--- src/rtl/bip_control_fsm.sv ---
// bip_control_fsm: BIP control unit; fetch/execute sequencer driving accumulator, ALU and data-RAM strobes.
module bip_control_fsm #(
  parameter int PC_W = 11,
  parameter int OPR_W = 11,
  parameter logic [PC_W-1:0] RESET_PC = '0
) (
  input  logic               clock,
  input  logic               reset,
  input  logic [OPR_W+4:0]   Instruction,
  input  logic               InstrValid,
  input  logic               AccZero,
  output logic               InstrReq,
  output logic [PC_W-1:0]    PC,
  output logic [OPR_W-1:0]   Operand,
  output logic [1:0]         SelA,
  output logic               SelB,
  output logic               WrAcc,
  output logic               Op,
  output logic               WrRam,
  output logic               RdRam,
  output logic               Halted
);
  typedef enum logic [1:0] {S_FETCH, S_EXEC, S_HALT} state_t;
  localparam logic [4:0] HLT = 5'd0, STO = 5'd1, LD = 5'd2, LDI = 5'd3, ADD = 5'd4, ADDI = 5'd5;
  localparam logic [4:0] SUB = 5'd6, SUBI = 5'd7, JMP = 5'd8, BEQ = 5'd9, BNE = 5'd10;
  state_t r_state, w_next;
  logic [4:0] r_opc;
  logic [OPR_W-1:0] r_operand;
  logic [PC_W-1:0] r_pc, w_pc_next, w_pc_inc, w_target;
  if (OPR_W >= PC_W) begin : g_trunc
    assign w_target = r_operand[PC_W-1:0];
  end else begin : g_ext
    assign w_target = {{(PC_W-OPR_W){1'b0}}, r_operand};
  end
  assign w_pc_inc = r_pc + PC_W'(1);
  always_ff @(posedge clock) begin
    if (reset) begin
      r_state <= S_FETCH;
      r_pc <= RESET_PC;
      r_operand <= '0;
      r_opc <= '0;
    end else begin
      r_state <= w_next;
      if (r_state == S_FETCH && InstrValid) begin
        r_opc <= Instruction[OPR_W+4:OPR_W];
        r_operand <= Instruction[OPR_W-1:0];
      end
      if (r_state == S_EXEC) r_pc <= w_pc_next;
    end
  end
  always_comb begin
    SelA = 2'd0;
    SelB = 1'b0;
    WrAcc = 1'b0;
    Op = 1'b0;
    WrRam = 1'b0;
    RdRam = 1'b0;
    w_pc_next = w_pc_inc;
    w_next = r_state;
    case (r_state)
      S_FETCH: w_next = InstrValid ? S_EXEC : S_FETCH;
      S_EXEC: begin
        w_next = S_FETCH;
        case (r_opc)
          HLT: begin
            w_next = S_HALT;
            w_pc_next = r_pc;
          end
          STO: WrRam = 1'b1;
          LD: begin
            RdRam = 1'b1;
            WrAcc = 1'b1;
          end
          LDI: begin
            SelA = 2'd1;
            WrAcc = 1'b1;
          end
          ADD, SUB: begin
            RdRam = 1'b1;
            SelA = 2'd2;
            Op = r_opc == SUB;
            WrAcc = 1'b1;
          end
          ADDI, SUBI: begin
            SelB = 1'b1;
            SelA = 2'd2;
            Op = r_opc == SUBI;
            WrAcc = 1'b1;
          end
          JMP: w_pc_next = w_target;
          BEQ: w_pc_next = AccZero ? w_target : w_pc_inc;
          BNE: w_pc_next = AccZero ? w_pc_inc : w_target;
          default: w_pc_next = w_pc_inc;
        endcase
      end
      S_HALT: w_next = S_HALT;
      default: w_next = S_FETCH;
    endcase
  end
  assign InstrReq = r_state == S_FETCH;
  assign Halted = r_state == S_HALT;
  assign PC = r_pc;
  assign Operand = r_operand;
endmodule

--- config.mk ---
export PLATFORM = sky130hd
export DESIGN_NAME = bip_control_fsm
export DESIGN_NICKNAME = d
export VERILOG_FILES = /design/src/rtl/bip_control_fsm.sv
export SDC_FILE = /design/constraint.sdc
export NUM_CORES = 1
export LEC_CHECK = 0
export BUFFER_PORTS_ARGS = -buffer_cell sky130_fd_sc_hd__buf_4
export CAP_MARGIN = 30
export CORE_ASPECT_RATIO = 1.25
export CORE_MARGIN = 3
export CORE_UTILIZATION = 40
export CTS_CLUSTER_DIAMETER = 200
export DETAILED_ROUTE_END_ITERATION = 7
export HOLD_SLACK_MARGIN = 0.1
export PLACE_DENSITY_LB_ADDON = 0.25
export SKIP_LAST_GASP = 1
export SLEW_MARGIN = 20
export SYNTH_ARGS = -nofsm -noshare
export SYNTH_HDL_FRONTEND = slang
export SYNTH_SLANG_ARGS = --single-unit
--- constraint.sdc ---
create_clock -name clock -period 1.6 [get_ports clock]
set_input_delay 0.32 -clock clock [delete_from_list [all_inputs] [get_ports clock]]
set_output_delay 0.32 -clock clock [all_outputs]
set_load 0.005 [all_outputs]
Word-level counts from Yosys, hierarchy flattened --
Index checks and enable logic that the tools add are counted.
Storage, ports and cells: register bits after elaboration 29, output and inout port bits 31, word-level logic and storage cells 45
Cells by class: add/subtract/negate cells 1, eq/ne operators 12, multiplexer cells 18, bitwise gates (word level) 1, reduce and logical (&&, ||, !) cells 9
Operators with widths (count):
- $pmux W11 S4 | 1
- $mux W11 | 2
- $eq A5 B3 Y1 const B | 4
- $eq A5 B4 Y1 const B | 3
- $add A11 B1 Y11 const B | 1
- $eq A5 B2 Y1 const B | 2
- $mux W1 | 10
- $pmux W2 S3 | 1
- $reduce_or A6 Y1 | 1
- $eq A5 B1 Y1 const B | 1
- $logic_not A5 Y1 | 1
- $mux W2 | 2
- $pmux W2 S2 | 1
- $reduce_or A2 Y1 | 2
- $reduce_or A4 Y1 | 1
- $reduce_or A3 Y1 | 1
- $eq A2 B1 Y1 const B | 1
- $eq A2 B2 Y1 const B | 1
- $logic_not A2 Y1 | 1
- $pmux W1 S2 | 1
- $reduce_and A2 Y1 | 1
- $logic_and A1 B1 Y1 | 1
- $not A1 Y1 | 1

Logic depth before layout (Yosys ltp) --
depth after elaboration 4, mapped depth 6

Worst setup path after synthesis --
OpenSTA, ideal clock, no wires.
kind register to register, start reg r_pc[0] (netlist: PC[0]), end reg r_pc[8] (netlist: PC[8]), library setup time 0.092 ns, arrival time 1.450 ns, required time 1.508 ns, setup slack 0.058 ns, cell stages (with the launch flop) 6, buffers on the path 0, clock period less this slack 1.542 ns, path through dfxtp_1 ha_1 nand3_1 or4_1 o31a_1 o32ai_1
On the way: word-level cells in the longest chain between the ends 3, elaborated cells between the ends (all ways) 4, those cells by class 1 x add/sub; 3 x mux
Ends and longest elaborated chain:
- start, declared | RTL line 29 | logic [PC_W-1:0] r_pc, w_pc_next, w_pc_inc, w_target;
- start signal, assigned | RTL line 48 | if (r_state == S_EXEC) r_pc <= w_pc_next;
- $add A11 B1 Y11 * | RTL line 35 | assign w_pc_inc = r_pc + PC_W'(1);
- $mux W11, on equally long branches | RTL line 92, 91
- $pmux W11 S4 * | RTL line 64 | case (r_opc)
Mark *: on every way between the ends. The rest lies on a longest branch, timed or not. A chain may end at the register's enable or synchronous reset.

Worst setup path after layout --
start reg r_state[0], end out SelB
On the way: word-level cells in the longest chain between the ends 2
Ends and longest elaborated chain:
- start, declared | RTL line 26 | state_t r_state, w_next;
- start signal, assigned | RTL line 43 | r_state <= w_next;
- $eq A2 B1 Y1 | RTL line 60 | case (r_state)
- $mux W1 | RTL line 60
- end, declared | RTL line 16 | output logic SelB,
No other way between the ends.

==> run summary <==
==================================================================================================
Worst rel slew slack ................................................................        69.6%
FF+latch count, synth ...............................................................           29
Synthesized area ....................................................................   1480 sq um
Category of cells accounting for the largest share of critical-path delay ........... simple AND/OR/NAND/NOR gates
Clock latency reported for the late side of the worst-skew pair .....................       280 ps
Setup repair after global routing missed its margin .................................          yes
Run status .......................................................................... finished with violations
Finished Layout Cells ...............................................................          287
Fin crit period .....................................................................      1750 ps
Violations in the final reports ..................................................... setup timing
Area grow syn2layout ................................................................        42.9%
CP Launch Type ......................................................................    flip-flop
CTS buffer count ....................................................................            5
Fin. max-slew vios ..................................................................            0
Crit path cell chain ................................................................ nor2b_4 > nor3b_4 > buf_4 > and3_4 > buf_6
Chip width ..........................................................................      60.4 um
Remaining number of nets flagged by the antenna check after routing .................            0
Via density per instance ............................................................         5.43
Clock transition time at the flip-flop clock pins of the worst setup and hold paths .        60 ps
Max Cap Viol ........................................................................            0
Count of boundary I/O pins ..........................................................           51
Hold bufs inserted after CTS ........................................................            0
Global-route wire length before repair ..............................................      6710 um
Count of inserted antenna diode cells ...............................................            0
Non-Filler Cell Area, Final .........................................................   2120 sq um
Clock tree root buffer cell ......................................................... sky130_fd_sc_hd__clkbuf_8
Clk buf depth .......................................................................            2
Max FO, Critical Path ...............................................................            3
IR Drop Worst-Case VDD ..............................................................   0.000676 V
Total grt overflow ..................................................................            0
Filler Cell Count ...................................................................          331
Post-layout net count ...............................................................          269
Slew at the pin with the worst max-slew slack .......................................       445 ps
Register cell area after layout .....................................................    582 sq um
Highest cell delay on the worst timing path .........................................       330 ps
Final count of negative-setup-slack endpoints .......................................            7
Length of the first detailed-routing pass in iterations .............................            4
FMAX ................................................................................      573 MHz
Wirelength per Cell .................................................................      14.3 um
Final WL ............................................................................      4100 um
Total nets after synthesis ..........................................................          204
Vias in the first global route ......................................................         1489
Ratio of cells with drive above 1 in the final layout ...............................        37.9%
Number of DRC violations after detailed routing .....................................            0
Tot GR Track Use ....................................................................        19.7%
Fin. Hold Viols .....................................................................            0
Via Count ...........................................................................         1559
Leakage dissipation .................................................................     0.880 nW
Count of H-tree levels built during CTS .............................................            2
Cell row count ......................................................................           24
Arrival @ worst endpoint ............................................................      1430 ps
Setup Crit Path Kind ................................................................ flip-flop to output pin
Average cell area after synthesis ...................................................   8.10 sq um
Required time worst endpoint ........................................................      1280 ps
Total die area ......................................................................   4470 sq um
Classification of the worst-slack hold path ......................................... input pin to flip-flop
Cell with the largest stage delay on the worst path ................................. sky130_fd_sc_hd__dfxtp_2
Core box area .......................................................................   3510 sq um
CTS sink cnt ........................................................................           29
Initial antenna violation count .....................................................            0
Height of the die ...................................................................      74.0 um
Starting Density ....................................................................        42.2%
Setup crit end kind .................................................................   output pin
Hpwl dp .............................................................................      2830 um
Cell count after synthesis ..........................................................          183
Largest net degree at the start of global routing ...................................           31
Cell Area, Placed ...................................................................   1970 sq um
Fin worst setup slack ...............................................................      -146 ps
Place WS ............................................................................      49.2 ps
Drt first-iter violations ...........................................................           82
Clock tree skew after final layout ..................................................      3.01 ps
Unique cell type count in the Yosys netlist .........................................           41
Global placement routability congestion .............................................        0.814
Area of the multi-input gates .......................................................    860 sq um
# placed instances ..................................................................          279
Power per cell area .................................................................  813 nW/um^2
Proportion of synthesized chip area in sequential cells .............................        39.2%
Port Buf Inserts ....................................................................           50
Worst path bufs/invs ................................................................            2
Number of warnings printed during yosys synthesis ...................................            0
CTS tree ............................................................................          yes
Share of the clock period used by the worst path ....................................         109%
==================================================================================================
==> worst min-delay path, stage by stage <==
cell and delay [ps]:
sky130_fd_sc_hd__buf_4 110, sky130_fd_sc_hd__nand2_1 40, sky130_fd_sc_hd__a21oi_1 50
==> cells by family after synthesis <==
kind of cell	count (synthesis)	synth area share [%]
simple gates	81	28.0
compound gates	55	24.7
flops	29	39.2
buf+inv	16	5.74
mux	1	1.52
fa+ha+maj	1	0.844
==> registers in the layout, indices dropped and copies added (netlist names) <==
signal / cells
PC: 11
r_opc: 5
Operand: 11
r_state: 2
==> cells in the final DEF, fill, tap and decap left out, types with 2 or more instances in the layout <==
cell	instances
sky130_fd_sc_hd__a21oi_1	30
sky130_fd_sc_hd__nor2_1	4
sky130_fd_sc_hd__o31a_1	5
sky130_fd_sc_hd__a211oi_1	2
sky130_fd_sc_hd__and4_1	2
sky130_fd_sc_hd__inv_1	6
sky130_fd_sc_hd__and3_1	5
sky130_fd_sc_hd__clkbuf_8	6
sky130_fd_sc_hd__nand2_1	39
sky130_fd_sc_hd__buf_4	66
sky130_fd_sc_hd__and2_4	3
sky130_fd_sc_hd__dfxtp_1	28
sky130_fd_sc_hd__nand3_1	9
sky130_fd_sc_hd__o32ai_1	5
sky130_fd_sc_hd__o21ai_1	6
sky130_fd_sc_hd__nor3b_4	2
sky130_fd_sc_hd__buf_6	2
sky130_fd_sc_hd__nand4_1	2
==> Yosys cell counts (all sizes together) <==
library cell,instances,area share (%)
nand2,40,10
a21oi,30,10
dfxtp,29,39
nand3,10,3.4
and3,6,2.6
inv,6,1.5
o21ai,6,2.0
o32ai,6,4.1
buf,5,2.3
clkbuf,5,1.9
nor2,5,1.3
o31a,5,3.0
and2,4,1.9
nor3b,3,2.3
a211oi,2,1.0
and4,2,1.2
nand2b,2,1.0
nand4,2,0.84
nor2b,2,1.0
a2111oi,1,0.59
a21boi,1,0.51
a311oi,1,1.0
a31oi,1,0.42
and2b,1,0.51
ha,1,0.84
mux2i,1,1.5
nor4,1,0.42
o41a,1,0.84
o41ai,1,1.1
or2,1,0.59
or3,1,0.42
or4,1,0.51
==> per-stage QoR <==
stage                     utilization [%]  hold slack, ps  TNS [ps]  power [mW]
final                                60.3             282      -657        1.72
after global routing                 60.3             276     -1170        1.80
after CTS                            59.8             280      -440        1.72
after detailed placement             56.1             464         0        1.11
after global placement               56.1             462         0        1.11
after floorplan                         -             454         0       0.964
==> cell type report <==
type	instances	area share, %
inverters	6	1.06
clock buffers	7	4.08
repair buffers	68	24.5
well taps	39	2.30
flip-flops and latches	29	27.5
multi-input cells	138	40.6
==> report_power, final <==
part	switching, mW	total (mW)	internal (mW)
logic	0.156	0.314	0.158
registers	0.0363	0.795	0.759
clock network	0.272	0.612	0.340
total	0.464	1.72	1.26
==> final timing paths <==
kind | startpoint | cells past startpoint | slack, ps | end
worst min-delay path | Instruction[10] | 3 | 280 | Operand[10]
worst min register to register | Operand[0] | 2 | 470 | Operand[0]
worst max-delay path | r_state[0] | 5 | -150 | SelB
worst max register to register | r_opc[0] | 4 | 100 | PC[6]
==> per-layer routing <==
metal	global-route usage (%)	up-vias	wire length (um)
li1	-	787	-
met1	24.4	720	1760
met2	32.7	48	2070
met3	5.38	4	220
met4	6.75	0	46
met5	0	-	0
==> timing repair <==
item                                    CTS  global route
pin swaps                                 4             1
setup buffers                             2             0
resized for setup                         9             5
endpoints found under the setup margin    7             8
cloned                                    0             0
No activity file was read; power rests on OpenSTA's default activity.
